[config.mk]
export PLATFORM = sky130hd
export DESIGN_NAME = button_debounce
export DESIGN_NICKNAME = d
export VERILOG_FILES = /design/src/rtl/debounce_pkg.sv /design/src/rtl/debounce_chan.sv /design/src/rtl/button_debounce.sv
export SDC_FILE = /design/constraint.sdc
export NUM_CORES = 1
export LEC_CHECK = 0
export ABC_AREA = 1
export CAP_MARGIN = 20
export CELL_PAD_IN_SITES_DETAIL_PLACEMENT = 0
export CELL_PAD_IN_SITES_GLOBAL_PLACEMENT = 1
export CORE_MARGIN = 1.5
export CORE_UTILIZATION = 29
export CTS_CLUSTER_DIAMETER = 80
export DETAILED_ROUTE_END_ITERATION = 8
export HOLD_SLACK_MARGIN = 0.06
export PLACE_DENSITY_LB_ADDON = 0.15
export REMOVE_ABC_BUFFERS = 1
export SLEW_MARGIN = 10
export SYNTH_ARGS = -nofsm -noshare
export SYNTH_HDL_FRONTEND = slang
export SYNTH_HIERARCHICAL = 1
export SYNTH_SLANG_ARGS = --single-unit
[constraint.sdc]
create_clock -name clk -period 1.6 [get_ports clk]
set_input_delay 0.32 -clock clk [delete_from_list [all_inputs] [get_ports clk]]
set_output_delay 0.32 -clock clk [all_outputs]
set_load 0.1 [all_outputs]
[src/rtl/debounce_pkg.sv]
// Shared types and defaults for the push-button debouncer.
package debounce_pkg;

   // Per-channel debounce FSM; encoding is fixed so waveforms read the same across builds.
   typedef enum logic [1:0] {
      STABLE_LO = 2'd0,
      PEND_HI   = 2'd1,
      STABLE_HI = 2'd2,
      PEND_LO   = 2'd3
   } deb_state_e;

   localparam int unsigned DEFAULT_STABLE_TICKS = 3;
   localparam int unsigned DEFAULT_LONG_TICKS   = 20;

endpackage

[src/rtl/debounce_chan.sv]
// One debounced button channel: 2-flop synchroniser, tick-counting FSM, registered level and
// rise/fall pulses. Optional long-press pulse when DEBOUNCE_LONGPRESS_EN is defined.
module debounce_chan
   import debounce_pkg::*;
#(
   parameter int unsigned STABLE_TICKS = DEFAULT_STABLE_TICKS,
   parameter int unsigned LONG_TICKS   = DEFAULT_LONG_TICKS
) (
   input  logic clk,
   input  logic rst_n,
   input  logic tick,
   input  logic btn_in,
   output logic btn_level,
   output logic btn_rise,
   output logic btn_fall,
   output logic btn_long
);

   localparam int unsigned CNT_W = $clog2(STABLE_TICKS) + 1;
   localparam logic [CNT_W-1:0] CNT_LAST = CNT_W'(STABLE_TICKS - 1);

   if (STABLE_TICKS < 1) begin : g_bad_stable
      $error("STABLE_TICKS must be at least 1");
   end
   if (LONG_TICKS < 1) begin : g_bad_long
      $error("LONG_TICKS must be at least 1");
   end

   logic             sync1_q, sync2_q;
   deb_state_e       state_q, state_d;
   logic [CNT_W-1:0] cnt_q, cnt_d;
   logic             level_q, level_d;
   logic             rise_q, rise_d;
   logic             fall_q, fall_d;

   // Two-flop synchroniser for the asynchronous button level.
   always_ff @(posedge clk or negedge rst_n) begin
      if (!rst_n) begin
         sync1_q <= 1'b0;
         sync2_q <= 1'b0;
      end else begin
         sync1_q <= btn_in;
         sync2_q <= sync1_q;
      end
   end

   // Debounce state, tick counter and registered outputs.
   always_ff @(posedge clk or negedge rst_n) begin
      if (!rst_n) begin
         state_q <= STABLE_LO;
         cnt_q   <= '0;
         level_q <= 1'b0;
         rise_q  <= 1'b0;
         fall_q  <= 1'b0;
      end else begin
         state_q <= state_d;
         cnt_q   <= cnt_d;
         level_q <= level_d;
         rise_q  <= rise_d;
         fall_q  <= fall_d;
      end
   end

   // Next state: a revert always beats a coincident tick.
   always_comb begin
      state_d = state_q;
      cnt_d   = cnt_q;
      level_d = level_q;
      rise_d  = 1'b0;
      fall_d  = 1'b0;
      unique case (state_q)
         STABLE_LO: begin
            if (sync2_q) begin
               state_d = PEND_HI;
               cnt_d   = '0;
            end
         end
         STABLE_HI: begin
            if (!sync2_q) begin
               state_d = PEND_LO;
               cnt_d   = '0;
            end
         end
         PEND_HI: begin
            if (!sync2_q) begin
               state_d = STABLE_LO;
               cnt_d   = '0;
            end else if (tick) begin
               if (cnt_q == CNT_LAST) begin
                  state_d = STABLE_HI;
                  level_d = 1'b1;
                  rise_d  = 1'b1;
                  cnt_d   = '0;
               end else begin
                  cnt_d = cnt_q + 1'b1;
               end
            end
         end
         PEND_LO: begin
            if (sync2_q) begin
               state_d = STABLE_HI;
               cnt_d   = '0;
            end else if (tick) begin
               if (cnt_q == CNT_LAST) begin
                  state_d = STABLE_LO;
                  level_d = 1'b0;
                  fall_d  = 1'b1;
                  cnt_d   = '0;
               end else begin
                  cnt_d = cnt_q + 1'b1;
               end
            end
         end
         default: state_d = STABLE_LO;
      endcase
   end

   assign btn_level = level_q;
   assign btn_rise  = rise_q;
   assign btn_fall  = fall_q;

`ifdef DEBOUNCE_LONGPRESS_EN
   localparam int unsigned LONG_W = $clog2(LONG_TICKS) + 1;
   localparam logic [LONG_W-1:0] LONG_MAX = LONG_W'(LONG_TICKS);

   logic [LONG_W-1:0] lcnt_q, lcnt_d;
   logic              long_q, long_d;

   // Long-press counter and its registered one-shot pulse.
   always_ff @(posedge clk or negedge rst_n) begin
      if (!rst_n) begin
         lcnt_q <= '0;
         long_q <= 1'b0;
      end else begin
         lcnt_d_unused_guard: begin
            lcnt_q <= lcnt_d;
            long_q <= long_d;
         end
      end
   end

   // Count ticks in STABLE_HI, freeze in PEND_LO (a revert resumes), clear while low.
   always_comb begin
      lcnt_d = lcnt_q;
      long_d = 1'b0;
      unique case (state_q)
         STABLE_HI: begin
            if (tick && (lcnt_q != LONG_MAX)) begin
               lcnt_d = lcnt_q + 1'b1;
               long_d = (lcnt_q == LONG_MAX - 1'b1);
            end
         end
         PEND_LO: begin
            if (state_d == STABLE_LO) begin
               lcnt_d = '0;
            end
         end
         default: lcnt_d = '0;
      endcase
   end

   assign btn_long = long_q;
`else
   assign btn_long = 1'b0;
`endif

endmodule

[src/rtl/button_debounce.sv]
// Multi-channel push-button debouncer driven by the shared prescaler tick.
// Define DEBOUNCE_LONGPRESS_EN to build the per-channel long-press pulse; otherwise btn_long is 0.
module button_debounce
   import debounce_pkg::*;
#(
   parameter int unsigned NUM_CH       = 4,
   parameter int unsigned STABLE_TICKS = DEFAULT_STABLE_TICKS,
   parameter int unsigned LONG_TICKS   = DEFAULT_LONG_TICKS
) (
   input  logic              clk,
   input  logic              rst_n,
   input  logic              tick,
   input  logic [NUM_CH-1:0] btn_in,
   output logic [NUM_CH-1:0] btn_level,
   output logic [NUM_CH-1:0] btn_rise,
   output logic [NUM_CH-1:0] btn_fall,
   output logic [NUM_CH-1:0] btn_long
);

   for (genvar i = 0; i < int'(NUM_CH); i++) begin : g_chan
      debounce_chan #(
         .STABLE_TICKS (STABLE_TICKS),
         .LONG_TICKS   (LONG_TICKS)
      ) u_chan (
         .clk       (clk),
         .rst_n     (rst_n),
         .tick      (tick),
         .btn_in    (btn_in[i]),
         .btn_level (btn_level[i]),
         .btn_rise  (btn_rise[i]),
         .btn_fall  (btn_fall[i]),
         .btn_long  (btn_long[i])
      );
   end

endmodule

==> flow_metrics.tcl <==
set metrics [dict create \
    drtPass1Iterations 5 \
    slew_viol_final 0 \
    gp_congestion 0.7317 \
    r2r_cells 8 \
    cts_resized 0 \
    via_per_inst 4.059 \
    yosys_warnings 6 \
    crit_cells 9 \
    status "finished, violations left" \
    cts_made_buffers 5 \
    start_kind "input port" \
    max_stage_delay_ps 500 \
    max_freq_ghz 0.7703 \
    layout.nets 266 \
    vias 1368 \
    violations "DRC" \
    clkTransAtPathRegs_ps 70 \
    syn_area_sq_um 1981 \
    final_util 0.3905 \
    skew_ps 8.735 \
    die_height_um 85.64 \
    seq_area_frac_synth 0.5054 \
    whs_path_depth 0 \
    mostFrequentLayoutCell "nand2_1" \
    end_kind "register" \
    start_util 0.3067 \
    hold_path_class "register to register" \
    antenna_cells 0 \
    cts.sinks 40 \
    peakVddDrop_uv 560.8 \
    port_buffers 18 \
    dp.cells 328 \
    hold_violations 0 \
    htree_levels 2 \
    ios 23 \
    dpl_cell_area_sq_um 2405 \
    grt_usage 0.1060 \
    power.density_nw_per_um2 1374 \
    cp_top_family "buffers and inverters" \
    clock_latency_ps 290 \
    antenna_found_initial 0 \
    grt_pass1_wl_mm 6.113 \
    whs_ps 350.3 \
    final_cell_mix "nand2_1, dfrtp_1, inv_1, nor2_1, buf_12" \
    wl_per_cell_um 9.501 \
    grt_overflow 0 \
    cts_setup_buffers 0 \
    worstPathRequired_ps 1780 \
    area_growth_pct 27.35 \
    ant_nets 0 \
    ys_seq_elements 40 \
    worstPathCellList "clkdlybuf4s50_1 > buf_12 > nand2_1 > nor2_2 > nand2_2 > inv_2 > nand2_1 > nand2_1 > nand2_1" \
    finalSetupViolCount 0 \
    drv_cap 0 \
    rsz0062_at_grt "false" \
    post-route-period-util 0.8114 \
    path_buf_inv 3 \
    grt_max_degree 41 \
    row_count 29 \
    finalWorstSetupSlack_ps 301.7 \
    final_cells 337 \
    critical_path_class "input port to register" \
    clockBufferDepth 2 \
    critPathSlowestCell "clkdlybuf4s50_1" \
    dp_hpwl_mm 2.278 \
    grt_pass1_vias 1370 \
    die-area_sq_um 7334 \
    fin_tns_setup_ps 0 \
    routed_wl_mm 3.202 \
    drcViolationCount 1 \
    cts_tree "done" \
    drive_gt1_frac 0.2577 \
    core_sq_um 6459 \
    power.total_mw 3.465 \
    syn_area_per_cell_sq_um 8.537 \
    drt-initial-drc-count 39 \
    leakage_nw 1.265 \
    die_w_um 85.64 \
    period_needed_ps 1298 \
    pre_cts_ws_ps -24.58 \
    worst_path_most_repeated_cell "nand2_1" \
    crit_path_max_fanout 15 \
    worstPathArrival_ps 1480 \
    synth_cells 232 \
    synthDistinctLibCells 21 \
    design_area_sq_um 2522 \
    cts_root_buffer "clkbuf_8" \
]
## per-layer routing
metal	vias up	track usage	share of wire
met1	611	0.1417	0.51
met2	21	0.1582	0.44
met3	4	0.03176	0.038
met4	0	0.04839	0.015
li1	732	-	-
met5	-	0	0
## cells by family (layout without fill, tap and decap cells)
family,after synthesis,after routing,synth area share
AND/OR/NAND/NOR,127,127,0.3449
buffers and inverters,45,73,0.09286
flip-flops,40,40,0.5054
AO/OA/AOI/OAI,14,14,0.04043
other,4,4,0.007578
XOR/XNOR,2,2,0.008846
## worst register-to-register path, cell delays in order (launching register included)
cell,delay (ps)
dfrtp_1,380
inv_1,70
nand2_1,60
nor2_2,140
nand2_2,120
inv_2,70
nand2_1,50
nand2_1,50
nand2_1,50
## flip-flops by register name, indices dropped and copies added, names as in the netlist, named ones only
| signal | flops |
|---|---|
| g_chan.u_chan/cnt_q | 12 |
| g_chan.u_chan/btn_level | 4 |
| g_chan.u_chan/sync1_q | 4 |
| g_chan.u_chan/btn_fall | 4 |
| g_chan.u_chan/sync2_q | 4 |
| g_chan.u_chan/btn_rise | 4 |
| g_chan.u_chan/state_q | 4 |
## synth_stat cells
cell,n,area (sq um)
a21oi_1,7,35.03
buf_4,4,30.03
conb_1,4,15.01
dfrtp_1,40,1001
inv_1,34,127.6
inv_2,7,26.28
nand2_1,67,251.5
nand2_2,9,56.30
nand2_4,10,112.6
nand3_1,11,55.05
nand3_4,3,52.55
nor2_1,15,56.30
nor2_2,6,37.54
nor2_4,5,56.30
nor3_1,1,5.000
o21ai_0,3,15.01
o21ai_1,1,5.000
o21ai_2,2,17.52
o21bai_1,1,7.510
xnor2_1,1,8.760
xor2_1,1,8.760
## area by class of cell
class                      instances  area [sq um]
multi-input combinational        147         795.8
clock inverter                     2         35.03
fill                             666          3936
clock buffer                       6         72.57
sequential                        40          1001
inverter                          41         153.9
tap                               77         96.34
timing repair buffer              24         367.9
## final timing paths
path | start | end | slack [ps]
setup reg to reg | g_chan[1].u_chan/cnt_q[2] | g_chan[1].u_chan/btn_level | 510
hold / removal | g_chan[2].u_chan/sync1_q | g_chan[2].u_chan/sync2_q | 350
min in group asynchronous | rst_n | g_chan[0].u_chan/cnt_q[2] | 530
hold reg to reg | g_chan[2].u_chan/sync1_q | g_chan[2].u_chan/sync2_q | 350
max in group asynchronous | rst_n | g_chan[2].u_chan/cnt_q[0] | 880
setup / recovery | tick | g_chan[1].u_chan/btn_level | 300
## report_power, final
group,internal (mW),switching [mW],leakage [nW],total (mW)
sequential,1.19,0.186,0.521,1.37
clock,0.463,0.346,0.0552,0.809
combinational,0.450,0.831,0.689,1.28
## repair_timing
action                                 in CTS  in global routing
setup endpoints to repair                   0                  0
endpoints found under the hold margin      40                  0
hold buffers                                1                  0
(Power assumes the default switching activity.)
